$ cat config.mk
export PLATFORM = sky130hd
export DESIGN_NAME = row_col_scan_ptr_flat
export DESIGN_NICKNAME = d
export VERILOG_FILES = /design/src/rtl/row_col_scan_ptr_if.sv /design/src/rtl/row_col_scan_ptr.sv /design/src/flat_wrapper.sv
export SDC_FILE = /design/constraint.sdc
export NUM_CORES = 1
export LEC_CHECK = 0
export BUFFER_PORTS_ARGS = -buffer_cell sky130_fd_sc_hd__buf_2
export CORE_UTILIZATION = 30
export DETAILED_ROUTE_END_ITERATION = 8
export SLEW_MARGIN = 20
export SYNTH_ARGS = -nofsm -noshare
export SYNTH_HDL_FRONTEND = slang
export SYNTH_SLANG_ARGS = --single-unit
export TNS_END_PERCENT = 5
$ cat constraint.sdc
create_clock -name clk -period 2.5 [get_ports clk]
set_input_delay 0.375 -clock clk [delete_from_list [all_inputs] [get_ports clk]]
set_output_delay 0.375 -clock clk [all_outputs]
set_load 0.01 [all_outputs]
$ cat src/rtl/row_col_scan_ptr_if.sv
// Bus bundle for the 2-D scan pointer: control inputs, load values,
// registered pointers and status pulses.
interface row_col_scan_ptr_if #(
  parameter int ROW_BITS = 2,
  parameter int COL_BITS = 3
);
  logic                start;
  logic                stop;
  logic                en;
  logic [1:0]          mode;
  logic                load;
  logic [ROW_BITS-1:0] load_row;
  logic [COL_BITS-1:0] load_col;
  logic [ROW_BITS-1:0] row_ptr;
  logic [COL_BITS-1:0] col_ptr;
  logic                row_wrap;
  logic                frame_done;
  logic                busy;

  modport master (
    output start, stop, en, mode, load, load_row, load_col,
    input  row_ptr, col_ptr, row_wrap, frame_done, busy
  );

  modport slave (
    input  start, stop, en, mode, load, load_row, load_col,
    output row_ptr, col_ptr, row_wrap, frame_done, busy
  );
endinterface

$ cat src/rtl/row_col_scan_ptr.sv
// 2-D scan pointer generator: column sub-counter with exact wrap, row stepping
// in UP / DOWN / PINGPONG / ONESHOT order, start/stop control, pointer load and
// single-cycle row_wrap / frame_done pulses aligned with the new pointers.
module row_col_scan_ptr #(
  parameter int NUM_ROWS = 4,
  parameter int NUM_COLS = 8,
  parameter int ROW_BITS = (NUM_ROWS > 1) ? $clog2(NUM_ROWS) : 1,
  parameter int COL_BITS = (NUM_COLS > 1) ? $clog2(NUM_COLS) : 1
) (
  input  logic             clk,
  input  logic             reset,
  row_col_scan_ptr_if.slave bus
);

  typedef enum logic {IDLE = 1'b0, RUN = 1'b1} state_t;

  localparam logic [1:0] M_UP   = 2'd0;
  localparam logic [1:0] M_DOWN = 2'd1;
  localparam logic [1:0] M_PP   = 2'd2;
  localparam logic [1:0] M_ONE  = 2'd3;

  localparam logic [ROW_BITS-1:0] ROW_LAST = ROW_BITS'(NUM_ROWS - 1);
  localparam logic [COL_BITS-1:0] COL_LAST = COL_BITS'(NUM_COLS - 1);
  localparam logic [ROW_BITS-1:0] ROW_ONE  = ROW_BITS'(1);
  localparam logic [COL_BITS-1:0] COL_ONE  = COL_BITS'(1);

  state_t              state, state_nxt;
  logic [1:0]          mode_q;
  logic                dir_down;
  logic [ROW_BITS-1:0] row_cur;
  logic [COL_BITS-1:0] col_cur;
  logic                row_wrap_q;
  logic                frame_done_q;

  logic                step;
  logic                col_last;
  logic [ROW_BITS-1:0] row_nxt;
  logic                dir_nxt;
  logic                frame_hit;
  logic                oneshot_end;

  assign step        = (state == RUN) && bus.en && !bus.stop && !bus.load;
  assign col_last    = (col_cur == COL_LAST);
  assign oneshot_end = step && col_last && frame_hit && (mode_q == M_ONE);

  // Row successor for the latched scan mode; dir_down tracks the pingpong leg.
  always_comb begin
    row_nxt   = row_cur;
    dir_nxt   = dir_down;
    frame_hit = 1'b0;
    case (mode_q)
      M_DOWN: begin
        if (row_cur == '0) begin
          row_nxt   = ROW_LAST;
          frame_hit = 1'b1;
        end else begin
          row_nxt = row_cur - ROW_ONE;
        end
      end
      M_PP: begin
        if (NUM_ROWS == 1) begin
          row_nxt   = '0;
          dir_nxt   = 1'b0;
          frame_hit = 1'b1;
        end else if (!dir_down || row_cur == '0) begin
          // Rising leg; a loaded row 0 with dir down also restarts upward.
          if (row_cur == ROW_LAST) begin
            row_nxt   = ROW_LAST - ROW_ONE;
            // With two rows the turnaround lands on row 0 and closes the frame.
            dir_nxt   = (ROW_LAST != ROW_ONE);
            frame_hit = (ROW_LAST == ROW_ONE);
          end else begin
            row_nxt = row_cur + ROW_ONE;
            dir_nxt = 1'b0;
          end
        end else begin
          row_nxt = row_cur - ROW_ONE;
          if (row_cur == ROW_ONE) begin
            dir_nxt   = 1'b0;
            frame_hit = 1'b1;
          end
        end
      end
      default: begin
        // UP and ONESHOT share the ascending order.
        if (row_cur == ROW_LAST) begin
          row_nxt   = '0;
          frame_hit = 1'b1;
        end else begin
          row_nxt = row_cur + ROW_ONE;
        end
      end
    endcase
  end

  // State register.
  always_ff @(posedge clk) begin
    if (reset) state <= IDLE;
    else       state <= state_nxt;
  end

  // Next state: start/stop commands and the end of a oneshot frame.
  always_comb begin
    state_nxt = state;
    case (state)
      IDLE: if (bus.start) state_nxt = RUN;
      RUN: begin
        if (bus.stop || oneshot_end) state_nxt = IDLE;
      end
      default: state_nxt = IDLE;
    endcase
  end

  // Outputs: busy follows the state register; pointers and pulses are registered.
  always_comb begin
    bus.busy       = (state == RUN);
    bus.row_ptr    = row_cur;
    bus.col_ptr    = col_cur;
    bus.row_wrap   = row_wrap_q;
    bus.frame_done = frame_done_q;
  end

  // Pointer, mode, direction and pulse registers; load outranks start-init and step.
  always_ff @(posedge clk) begin
    if (reset) begin
      row_cur      <= '0;
      col_cur      <= '0;
      dir_down     <= 1'b0;
      mode_q       <= M_UP;
      row_wrap_q   <= 1'b0;
      frame_done_q <= 1'b0;
    end else begin
      row_wrap_q   <= 1'b0;
      frame_done_q <= 1'b0;
      if (bus.load) begin
        row_cur <= (bus.load_row > ROW_LAST) ? ROW_LAST : bus.load_row;
        col_cur <= (bus.load_col > COL_LAST) ? COL_LAST : bus.load_col;
        if (state == IDLE && bus.start) begin
          mode_q   <= bus.mode;
          dir_down <= 1'b0;
        end
      end else if (state == IDLE && bus.start) begin
        mode_q   <= bus.mode;
        dir_down <= 1'b0;
        row_cur  <= (bus.mode == M_DOWN) ? ROW_LAST : '0;
        col_cur  <= '0;
      end else if (step) begin
        if (!col_last) begin
          col_cur <= col_cur + COL_ONE;
        end else begin
          col_cur    <= '0;
          row_cur    <= row_nxt;
          dir_down   <= dir_nxt;
          row_wrap_q <= 1'b1;
          if (frame_hit) begin
            frame_done_q <= 1'b1;
            // Mode changes are only picked up on a frame boundary.
            if (mode_q != M_ONE) mode_q <= bus.mode;
          end
        end
      end
    end
  end

endmodule

$ cat src/flat_wrapper.sv
// flat-port wrapper written by rule: the top's interface ports become plain ports
module row_col_scan_ptr_flat 
#(
  parameter int NUM_ROWS = 4,
  parameter int NUM_COLS = 8,
  parameter int ROW_BITS = (NUM_ROWS > 1) ? $clog2(NUM_ROWS) : 1,
  parameter int COL_BITS = (NUM_COLS > 1) ? $clog2(NUM_COLS) : 1
)
  (clk, reset, bus_start, bus_stop, bus_en, bus_mode, bus_load, bus_load_row, bus_load_col, bus_row_ptr, bus_col_ptr, bus_row_wrap, bus_frame_done, bus_busy);
  row_col_scan_ptr_if #(.ROW_BITS(ROW_BITS), .COL_BITS(COL_BITS)) bus_i ();
  input  logic clk;
  input  logic reset;
  input wire logic [$bits(bus_i.start)-1:0] bus_start;
  input wire logic [$bits(bus_i.stop)-1:0] bus_stop;
  input wire logic [$bits(bus_i.en)-1:0] bus_en;
  input wire logic [$bits(bus_i.mode)-1:0] bus_mode;
  input wire logic [$bits(bus_i.load)-1:0] bus_load;
  input wire logic [$bits(bus_i.load_row)-1:0] bus_load_row;
  input wire logic [$bits(bus_i.load_col)-1:0] bus_load_col;
  output wire logic [$bits(bus_i.row_ptr)-1:0] bus_row_ptr;
  output wire logic [$bits(bus_i.col_ptr)-1:0] bus_col_ptr;
  output wire logic [$bits(bus_i.row_wrap)-1:0] bus_row_wrap;
  output wire logic [$bits(bus_i.frame_done)-1:0] bus_frame_done;
  output wire logic [$bits(bus_i.busy)-1:0] bus_busy;
  assign bus_i.start = bus_start;
  assign bus_i.stop = bus_stop;
  assign bus_i.en = bus_en;
  assign bus_i.mode = bus_mode;
  assign bus_i.load = bus_load;
  assign bus_i.load_row = bus_load_row;
  assign bus_i.load_col = bus_load_col;
  assign bus_row_ptr = bus_i.row_ptr;
  assign bus_col_ptr = bus_i.col_ptr;
  assign bus_row_wrap = bus_i.row_wrap;
  assign bus_frame_done = bus_i.frame_done;
  assign bus_busy = bus_i.busy;
  row_col_scan_ptr #(.NUM_ROWS(NUM_ROWS), .NUM_COLS(NUM_COLS), .ROW_BITS(ROW_BITS), .COL_BITS(COL_BITS)) u_core (.clk(clk), .reset(reset), .bus(bus_i));
endmodule
### Word-level counts from Yosys, hierarchy flattened

Index checks and enable logic that the tools add are counted.

| word-level totals | value |
|---|---|
| register bits | 11 |
| latch bits | 0 |
| RAM bits | 0 |
| memory bits (read-only) | 0 |
| logic and storage cells | 91 |
| memories | 0 |

| cells by class | value |
|---|---|
| add/subtract/negate cells | 3 |
| multipliers | 0 |
| div/mod/pow operators | 0 |
| magnitude comparators | 2 |
| equality and inequality tests | 9 |
| shifts and indexed selects | 0 |
| muxes and demuxes | 41 |
| bitwise gates (word level) | 3 |
| reduce and logical (&&, ||, !) cells | 26 |

Operator list:

| operator | number |
|---|---|
| $mux W2 | 17 |
| $mux W1 | 16 |
| $mux W3 | 5 |
| $reduce_and A5 Y1 | 2 |
| $reduce_bool A2 Y1 | 5 |
| $reduce_bool A3 Y1 | 3 |
| $logic_and A1 B1 Y1 | 7 |
| $eq A2 B1 Y1 const B | 3 |
| $eq A2 B2 Y1 const B | 3 |
| $reduce_or A5 Y1 | 1 |
| $pmux W1 S2 | 2 |
| $pmux W2 S2 | 1 |
| $reduce_or A4 Y1 | 1 |
| $add A3 B1 Y3 const B | 1 |
| $eq A3 B3 Y1 const B | 1 |
| $gt A3 B3 Y1 const B | 1 |
| $logic_not A1 Y1 | 3 |
| $not A1 Y1 | 3 |
| $add A2 B1 Y2 const B | 1 |
| $gt A2 B2 Y1 const B | 1 |
| $logic_not A2 Y1 | 1 |
| $logic_or A1 B1 Y1 | 2 |
| $ne A2 B1 Y1 const B | 1 |
| $ne A2 B2 Y1 const B | 1 |
| 2 further kinds | 2 |

### Logic depth before layout (Yosys ltp)

Gate-level depths: netlist of run 1.

| logic depth | value |
|---|---|
| depth in word-level cells | 9 |
| gate-level depth with buffers | 6 |
| gate-level depth less buffers | 6 |

### Least setup slack after synthesis of run 1

OpenSTA, ideal clock, no wires.

| timing path | value |
|---|---|
| path kind | register to register |
| start | register u_core.row_cur[0], in the netlist u_core.bus.row_ptr[0] |
| end | register u_core.mode_q[0] |
| arrival | 1.558 ns |
| data required time | 2.378 ns |
| setup slack | 0.820 ns |
| stages on the path, launching flop included | 7 |
| period minus slack after synthesis | 1.680 ns |
| path through | dfxtp_1 inv_1 ha_1 nand4b_1 a2111oi_4 a21oi_2 mux2i_1 |

| between the ends | value |
|---|---|
| longest elaborated chain between the ends | 6 |
| elaborated cells on any way between the ends | 11 |

Ends and longest elaborated chain:

| item | line | text |
|---|---|---|
| from (decl) | row_col_scan_ptr.sv:30 | `logic [ROW_BITS-1:0] row_cur;` |
| from (signal assigned) | row_col_scan_ptr.sv:136 | `row_cur <= (bus.load_row > ROW_LAST) ? ROW_LAST : bus.load_row;` |
| from (signal assigned) | row_col_scan_ptr.sv:145 | `row_cur <= (bus.mode == M_DOWN) ? ROW_LAST : '0;` |
| from (signal assigned) | row_col_scan_ptr.sv:152 | `row_cur <= row_nxt;` |
| $eq A2 B1 Y1 / $logic_not A2 Y1 (equally long branches) | row_col_scan_ptr.sv:78, row_col_scan_ptr.sv:53, row_col_scan_ptr.sv:65 |  |
| $mux W1 / $logic_or A1 B1 Y1 (equally long branches) | row_col_scan_ptr.sv:78, row_col_scan_ptr.sv:65 |  |
| $mux W1 | row_col_scan_ptr.sv:65 | `end else if (!dir_down \|\| row_cur == '0) begin` |
| $pmux W1 S2 (*) | row_col_scan_ptr.sv:51 | `case (mode_q)` |
| $reduce_bool A2 Y1 (no line) (*) | - |  |
| $reduce_and A5 Y1 (no line) (*) | - |  |
| to (signal assigned) | row_col_scan_ptr.sv:139 | `mode_q <= bus.mode;` |
| to (signal assigned) | row_col_scan_ptr.sv:143 | `mode_q <= bus.mode;` |
| to (signal assigned) | row_col_scan_ptr.sv:158 | `if (mode_q != M_ONE) mode_q <= bus.mode;` |
| to (decl) | row_col_scan_ptr.sv:28 | `logic [1:0] mode_q;` |

Mark *: on every way between the ends. The rest lies on a longest branch, timed or not.
A chain may end at the register's enable or synchronous reset.

### Final worst setup path of run 1

Same ends and word-level chain as after synthesis.

==> out/summary.md, run 1 <==
The cell type of the slowest stage on the worst timing path is sky130_fd_sc_hd__dfxtp_1. The analysis attributes to cell leakage a power of 0.393 nW. The final setup skew is 0.000457 ns.

TritonCTS built the clock tree. The flow ran to the end, and the final reports show no timing, DRC or antenna violations. The total overflow left after global routing is 0. STA classifies the critical path endpoint as a flop. Sequential element share of the synthesized area: 0.279. In the routed design, unresolved DRC markers number 0.

The TritonCTS sink count is 11, and the fraction of final layout cells sized beyond drive strength 1 is 0.243. The run gives 0 ns as the total negative slack for setup checks. The type of element launching the critical path is a flop. Data on the critical path is required at its endpoint by 2.66 ns. Net total in the final layout: 133. The run gives 643 as the number of global-route vias before repair.

The first global-routing pass estimated 2800 um of wire. The total of endpoints with negative setup slack in the final report is 0, and the largest driver fanout on the critical path is 7. In the final routed layout, each cell accounts on average for 12.2 um. The synthesized area came out at 790 um^2. Setup repair after global routing left no endpoint under its margin. Clock tree synthesis selected as its root buffer the cell sky130_fd_sc_hd__clkbuf_4.

Initial cell density of the core: 0.319. The die covers 2840 um^2. Counting every net in the synthesized netlist gives 112. The congestion estimate from routability-driven global placement came to 0.776. At the pin with the least slew margin, the transition time is 0.444 ns. After synthesis, the largest family of logic cells by area is compound AO/OA/AOI/OAI gates.

During synthesis, Yosys emitted a total of 0 warnings. Summing all placed instances gives a cell area of 906 um^2. The post-detailed-routing wire length came out at 1720 um.

Counting the buffers created by CTS gives 3. 0 antenna diodes ended up in the layout. Largest stage delay on the critical path: 0.45 ns. Synthesis inferred 11 register bits. In this run the post-CTS setup repair buffer count came out at 0. For the number of levels in the clock H-tree, the log shows 1. The clock passes through at most 2 buffers. Across the VDD grid, the largest voltage drop is 0.255 mV.

The total power of the final layout came out at 0.439 mW. The critical path goes through inv_1 -> ha_1 -> nand4b_1 -> a2111oi_4 -> a21oi_2 -> mux2i_1. The top-level I/O count came out at 21. The first routing iteration left 12 violations. The die width is 53.3 um, and the total count of hold-check failures in the final report is 0.

Compared with the post-synthesis result, the final layout area differs by 18.1%. The simple-gate portion of the synthesized area works out to 0.225. Worst slew margin relative to its limit: 0.704. Once detailed placement completed, the half-perimeter wirelength came to 1300 um.

The signal arrival time at the worst endpoint is 1.96 ns, and the total count of max-transition violations in the final report is 0. The routed design could run at a clock period as short as 1.80 ns. The number of rows created at floorplan is 18, and the clock slew seen by the registers of the worst setup and hold paths is 0.07 ns.

The run gives 932 um^2 as the post-route cell area. On the critical path the largest part of the delay comes from compound AO/OA/AOI/OAI gates. Setup slack on the critical path of the routed design comes to 0.697 ns. The overall global routing resource usage came out at 0.136. The complex-gate fraction of the synthesized area came out at 0.255. The initial antenna violation count came out at 0. The area of the placeable core was 2480 um^2; the die height was 53.3 um. The worst setup path is of the flop to flop kind. The later pin in the worst-skew pair is clocked with a latency of 0.27 ns.

The XOR/XNOR share of the synthesized area works out to 0. In this run the worst hold path is classified as primary input to flop. Derived from the worst setup path, the maximum achievable clock frequency is 555 MHz. The tools report the via count of the routed design as 721. The multiplexer area fraction after synthesis came out at 0.0254. The iteration count of the initial detailed-routing pass is 4. In the routed layout, each cell is associated on average with a via count of 5.11.

The count of instances resized after the clock tree is built is 0. The tools report the hold buffer count at cts as 0. The power density normalized to cell area came out at 471 nW/um^2.

The tools report the distinct cell type count of the synthesized netlist as 27. The max-cap check violation count is 0, and the number of port buffers is 20. The pre-CTS setup slack is 0.694 ns, and the count of buffer and inverter cells on the critical path is 1. The count of nets left with antenna violations after detail routing is 0, and the post-route clock period utilization is 0.721. The synthesized area divided by synthesized cell count works out to 8.68 um^2. The post-synthesis share of cell area spent on full adders, half adders and majority gates was 0.127; the cell count after synthesis was 91. Entering global routing, the biggest net connects 20 pins.
[worst paths after layout]
kind / from / endpoint / slack (ns) / cells after the start
setup reg to reg: u_core.bus.row_ptr[0]$_SDFFE_PP0P_ / u_core.mode_q[0]$_SDFFE_PP0P_ / 0.70 / 6
setup / recovery: u_core.bus.row_ptr[0]$_SDFFE_PP0P_ / u_core.mode_q[0]$_SDFFE_PP0P_ / 0.70 / 6
hold / removal: bus_mode[1] / u_core.mode_q[1]$_SDFFE_PP0P_ / 0.37 / 3
hold reg to reg: u_core.bus.col_ptr[0]$_SDFFE_PP0P_ / u_core.bus.col_ptr[0]$_SDFFE_PP0P_ / 0.50 / 2
[cell families (layout without fill, tap and decap cells)]
family                   Yosys count  in the layout
buffers and inverters             16             36
AND/OR/NAND/NOR                   29             29
flip-flops                        11             11
multiplexers                       2              2
adder cells (fa/ha/maj)            8              8
AO/OA/AOI/OAI                     25             25
[final cells by class]
type                       count  area, um^2
timing repair buffer          21         108
multi-input combinational     64         499
inverter                      11        41.3
fill                         262        1550
sequential                    11         220
tap                           30        37.5
clock buffer                   4        26.3
[sequential cells by signal (all words and copies together) (netlist names)]
name and cells:
u_core.bus.col_ptr 3, u_core.bus.row_ptr 2, u_core.mode_q 2, u_core.bus.busy 1, u_core.bus.frame_done 1, u_core.bus.row_wrap 1
u_core.dir_down 1
[cells in the final DEF, fill, tap and decap left out]
cell type	instances
sky130_fd_sc_hd__a2111oi_4	1
sky130_fd_sc_hd__a211oi_1	7
sky130_fd_sc_hd__a21oi_1	6
sky130_fd_sc_hd__a21oi_2	1
sky130_fd_sc_hd__a221oi_1	1
sky130_fd_sc_hd__a22oi_1	1
sky130_fd_sc_hd__a311oi_2	1
sky130_fd_sc_hd__and4b_1	1
sky130_fd_sc_hd__buf_2	20
sky130_fd_sc_hd__buf_4	1
sky130_fd_sc_hd__clkbuf_1	1
sky130_fd_sc_hd__clkbuf_4	3
sky130_fd_sc_hd__dfxtp_1	11
sky130_fd_sc_hd__ha_1	8
sky130_fd_sc_hd__inv_1	11
sky130_fd_sc_hd__mux2i_1	2
sky130_fd_sc_hd__nand2_1	1
sky130_fd_sc_hd__nand2b_1	7
sky130_fd_sc_hd__nand4b_1	2
sky130_fd_sc_hd__nor2_1	3
sky130_fd_sc_hd__nor2b_1	4
sky130_fd_sc_hd__nor3_1	5
sky130_fd_sc_hd__nor3b_1	3
sky130_fd_sc_hd__nor4_1	3
sky130_fd_sc_hd__o211ai_1	1
sky130_fd_sc_hd__o21ai_0	3
sky130_fd_sc_hd__o41a_1	1
sky130_fd_sc_hd__o41ai_1	2
[stage by stage]
stage	util	std cells	hold WS [ns]
CTS	0.376	141	0.371
global route	0.376	141	0.384
global placement	0.366	137	0.482
detailed placement	0.366	137	0.489
finish	0.376	141	0.371
floorplan	-	91	0.484
[Yosys cell counts]
library cell	number	area, um^2
sky130_fd_sc_hd__nor2_1	3	11.3
sky130_fd_sc_hd__nor3b_1	3	22.5
sky130_fd_sc_hd__a21oi_2	1	8.76
sky130_fd_sc_hd__and4b_1	1	10.0
sky130_fd_sc_hd__a311oi_2	1	15.0
sky130_fd_sc_hd__o41ai_1	2	17.5
sky130_fd_sc_hd__mux2i_1	2	20.0
sky130_fd_sc_hd__o41a_1	1	11.3
sky130_fd_sc_hd__ha_1	8	100
sky130_fd_sc_hd__buf_2	2	10.0
sky130_fd_sc_hd__o21ai_0	3	15.0
sky130_fd_sc_hd__dfxtp_1	11	220
sky130_fd_sc_hd__o211ai_1	1	7.51
sky130_fd_sc_hd__buf_6	1	11.3
sky130_fd_sc_hd__nand2b_1	7	43.8
sky130_fd_sc_hd__a22oi_1	1	7.51
sky130_fd_sc_hd__nor3_1	5	25.0
sky130_fd_sc_hd__a211oi_1	7	52.6
sky130_fd_sc_hd__a2111oi_4	1	27.5
sky130_fd_sc_hd__nor4_1	3	18.8
sky130_fd_sc_hd__a21oi_1	6	30.0
sky130_fd_sc_hd__nand2_1	1	3.75
sky130_fd_sc_hd__nor2b_1	4	25.0
sky130_fd_sc_hd__inv_1	11	41.3
sky130_fd_sc_hd__a221oi_1	1	8.76
sky130_fd_sc_hd__clkbuf_1	2	7.51
sky130_fd_sc_hd__nand4b_1	2	17.5
[routing by layer]
layer	routed length, um	part of all wire	track usage	up-vias
met5	0	0	0	-
met4	21	0.012	0.0658	0
met3	45	0.026	0.0172	4
met2	817	0.47	0.215	12
met1	839	0.49	0.178	332
li1	-	-	-	373
[worst min-delay path, stage by stage]
cell	delay, ns
sky130_fd_sc_hd__buf_2	0.10
sky130_fd_sc_hd__nand2b_1	0.06
sky130_fd_sc_hd__mux2i_1	0.06
[where the power goes]
group          switching, mW  leakage [nW]  internal (mW)  total (mW)
Sequential            0.0123        0.0905          0.186       0.198
Clock                 0.0635        0.0150         0.0618       0.125
Combinational         0.0643         0.287         0.0513       0.116
Total                  0.140         0.393          0.299       0.439
Power figures use the tool's default switching activity.
==> run 2, diff against run 1 <==
Settings changed: ABC_AREA from default to 1.
Clock period 2.5 ns to 1.45 ns, I/O delays scaled along.
==> run 2 against run 1 <==
  * Area after synthesis increased by 3.5%
  * Routed wire length down 0.87%
  * Critical path depth rose by 1
  * First-iteration DRC count fell by 67%
  * Clock skew is 0.0023 ns higher
  * Sequential cell count did not move
  * Die area up 3.3%
  * Via count rose by 10%
  * Utilization grew 2.7 points
  * Global-route usage down 0.49 points
  * Largest cell class unchanged
  * Largest power group unchanged
==> out/summary.md, run 2 <==
For this design, the sink count on the clock tree is 11. The total half-perimeter wirelength after legalization and detailed placement is 1430 um, and the distinct cell type count of the synthesized netlist is 22. 21 I/O pins were placed.

For the count of nets left with antenna violations after detail routing, the log shows 0. The most numerous cell in the Yosys netlist is sky130_fd_sc_hd__nand2_1. The leakage power is 0.514 nW. The logs give 0 for the antenna diode count and 0.270 for the sequential element share of the synthesized area. The number of cells on the worst reg-to-reg path is 7. The die covers 2940 um^2. At the pin with the least slew margin, the transition time is 0.275 ns. Type of element launching the critical path: a flop. Setup violations remaining at the end of the flow were counted as 0. The region available for standard cell placement spans 2520 um^2. Global routing finished with a remaining overflow of 0. For this run, the top clock speed supported by timing is 756 MHz. TritonCTS built the clock tree.

Summed over all nets, the switching power comes to 0.279 mW. Entering global routing, the biggest net connects 10 pins. On the final layout, the worst clock skew is 0.00280 ns. The logs give 0.412 for the part of the power in registers and 0.775 for the placer's final routability congestion estimate. Counting instances in the post-synthesis netlist gives the leading cell types as sky130_fd_sc_hd__nand2_1, sky130_fd_sc_hd__inv_1, sky130_fd_sc_hd__dfxtp_1, sky130_fd_sc_hd__nor2_1, sky130_fd_sc_hd__ha_1. The library cell appearing most often on the critical path was sky130_fd_sc_hd__ha_1. The kind of critical path was flop to flop. The fraction of final layout cells sized beyond drive strength 1 is 0.287, and the detailed-route vias per instance is 4.60. The worst hold path belongs to the class primary input to flop. For the worst-skew pair, the clock arrives at the later sink with an insertion delay of 0.27 ns. Of all nets on the critical path, the largest fanout is 4. IR analysis of the VDD net gives a maximum drop of 0.531 mV. The share of total power consumed by net switching is 0.339, and the via count of the routed design is 796. For the number of global-route vias before repair, the log shows 639. Power density normalized to cell area: 809 nW/um^2.

The first global-routing pass estimated 2760 um of wire. In this run the cell area of the synthesized design comes to 817 um^2. Ranked by total cell area, the synthesized netlist is headed by sky130_fd_sc_hd__dfxtp_1, sky130_fd_sc_hd__nand2_1, sky130_fd_sc_hd__ha_1. Iteration count of the initial detailed-routing pass: 4.

Cell internal power was estimated by the tool at 0.544 mW. Synthesis handed over a netlist of 117 instances. After routing, the total negative slack on setup checks comes to 0 ns.

Clock tree synthesis inserted a total of 3 buffers. Cell type of the slowest stage on the worst timing path: sky130_fd_sc_hd__dfxtp_2. For the count of yosys warnings during synthesis, the log shows 0. Setup repair after global routing left no endpoint under its margin. The register with the most flip-flops in the layout has 3 of them.

The number of port buffers was 20. In this run the register-to-register setup slack is 0.13 ns. The top cell types in the final layout, fill and taps aside, are sky130_fd_sc_hd__nand2_1, sky130_fd_sc_hd__buf_2, sky130_fd_sc_hd__inv_1.

The initial antenna violation count was 0. The tree is rooted in a sky130_fd_sc_hd__clkbuf_4. Fraction of power consumed by the clock network: 0.255. The total count of max-transition violations in the final report was 0; the logic gate share of total power was 0.332.

The mean routed wirelength per cell is 9.87 um. The async set-or-reset flop fraction in the synthesized netlist is 0. The most common cell after layout, fill and taps aside was sky130_fd_sc_hd__nand2_1. The clock slew seen by the registers of the worst setup and hold paths is 0.07 ns. The maximum buffer depth of the clock tree is 2, and the number of DRC markers after the initial detailed-route iteration is 4. The floorplan has 18 rows. For the max-cap check violation count, the log shows 0. The post-layout minimum cycle time is 1.32 ns, and the layout overhead on the synthesized area is 24.5%. The worst slew margin relative to its limit was 0.817.

In this design, the stage delay of the slowest critical-path cell is 0.36 ns. The register bit count reported by yosys is 11, and the total count of hold-check failures in the final report is 0. The die width was 54.2 um; the required time of the worst setup path was 1.62 ns.

The logs give 138 for the total nets after synthesis and 1 for the number of levels in the clock H-tree. The kind of end point of the critical path was a flop. The top cell type's share of synthesized area came out at 0.270. The run finished with clean final reports.

The worst hold path was traced through 2 stages. The run gives 0.823 mW as the total power of the final layout. The post-route clock period utilization works out to 0.912. At the end of the flow, the number of nets in the layout was 165. The most instantiated flip-flop cell in the synthesis netlist was sky130_fd_sc_hd__dfxtp_1.

Data arrives at the worst endpoint at 1.49 ns. The largest total area in the synthesized netlist belongs to sky130_fd_sc_hd__dfxtp_1. After detailed routing, the number of remaining DRC violations is 0. The layout has 287 filler cells. Traced cell by cell, the critical path runs through ha_1 -> ha_1 -> inv_1 -> o21ai_1 -> nand4_1 -> nand2_1 -> nor2_1.

The initial cell density of the core is 0.324. The number of enable flip-flop cells after synthesis is 0, and the post-detailed-routing wire length is 1710 um. The overall global routing resource usage is 0.131, and the synthesized area divided by synthesized cell count is 6.98 um^2.

Die height: 54.2 um.
[run 2: cell count changes in the layout (fill, tap and decap cells not counted), sizes merged, moves of 4 or more]
| cell | before | now |
|---|---|---|
| nor2b | 4 | 0 |
| a211oi | 7 | 0 |
| nor2 | 3 | 14 |
| nand4 | 0 | 6 |
| o21ai | 3 | 8 |
| nand2b | 7 | 0 |
| nand2 | 1 | 36 |
| inv | 11 | 17 |
[run 2: area by class of cell]
| class | instances | area [um^2] | share of cell area |
|---|---|---|---|
| multi-input combinational | 88 | 546 | 0.536 |
| inverter | 17 | 63.8 | 0.0627 |
| clock buffer | 4 | 26.3 | 0.0258 |
| sequential | 11 | 221 | 0.218 |
| timing repair buffer | 23 | 123 | 0.121 |
| tap | 30 | 37.5 | 0.0369 |
[run 2: metal layers]
layer,vias to the layer above,track usage,part of all wire
li1,435,-,-
met1,343,0.177,0.49
met2,16,0.201,0.45
met3,2,0.0424,0.047
met4,0,0.0256,0.0076
met5,-,0,0
[run 2: path summary, 6_finish.rpt]
check	startpoint	end
worst max-delay path	u_core.bus.col_ptr[0]$_SDFFE_PP0P_	u_core.mode_q[1]$_SDFFE_PP0P_
worst min register to register	u_core.dir_down$_SDFFE_PP0P_	u_core.dir_down$_SDFFE_PP0P_
worst min-delay path	reset	u_core.dir_down$_SDFFE_PP0P_
worst max register to register	u_core.bus.col_ptr[0]$_SDFFE_PP0P_	u_core.mode_q[1]$_SDFFE_PP0P_
[run 2: power by group through the flow]
stage	clock [mW]	combinational (mW)	sequential [mW]
floorplan	0	0.167	0.355
global placement	0	0.253	0.344
detailed placement	0	0.257	0.345
CTS	0.218	0.259	0.338
global route	0.236	0.314	0.343
finish	0.210	0.273	0.339
[run 2: metrics by stage]
stage	cells	util	cell area, um^2	hold slack (ns)	worst slack [ns]
floorplan	117	-	817	0.287	0.0502
global placement	169	0.383	966	0.451	0.0642
detailed placement	169	0.383	966	0.454	0.0361
CTS	173	0.393	992	0.169	0.0163
global route	173	0.403	1020	0.169	0.00873
finish	173	0.403	1020	0.176	0.127
[run 2: cells by family after synthesis]
family                   after synthesis  synth area share
buffers and inverters                 18            0.0919
adder cells (fa/ha/maj)                8             0.123
AO/OA/AOI/OAI                         18             0.133
flip-flops                            11             0.270
AND/OR/NAND/NOR                       62             0.383
[run 2: critical path: cells and delay by family (launching register included)]
family | cells | cell delay, ns
AOI/OAI and AO/OA | 1 | 0.19
adders and majority gates | 2 | 0.35
and+or+nand+nor | 3 | 0.22
DFF | 1 | 0.36
buffers and inverters | 1 | 0.11
[run 2: what timing repair did]
item | in CTS | in global routing
resized for setup | 0 | 7
buffers inserted | 0 | 0
setup endpoints to repair | 0 | 4
hold buffers | 0 | 0
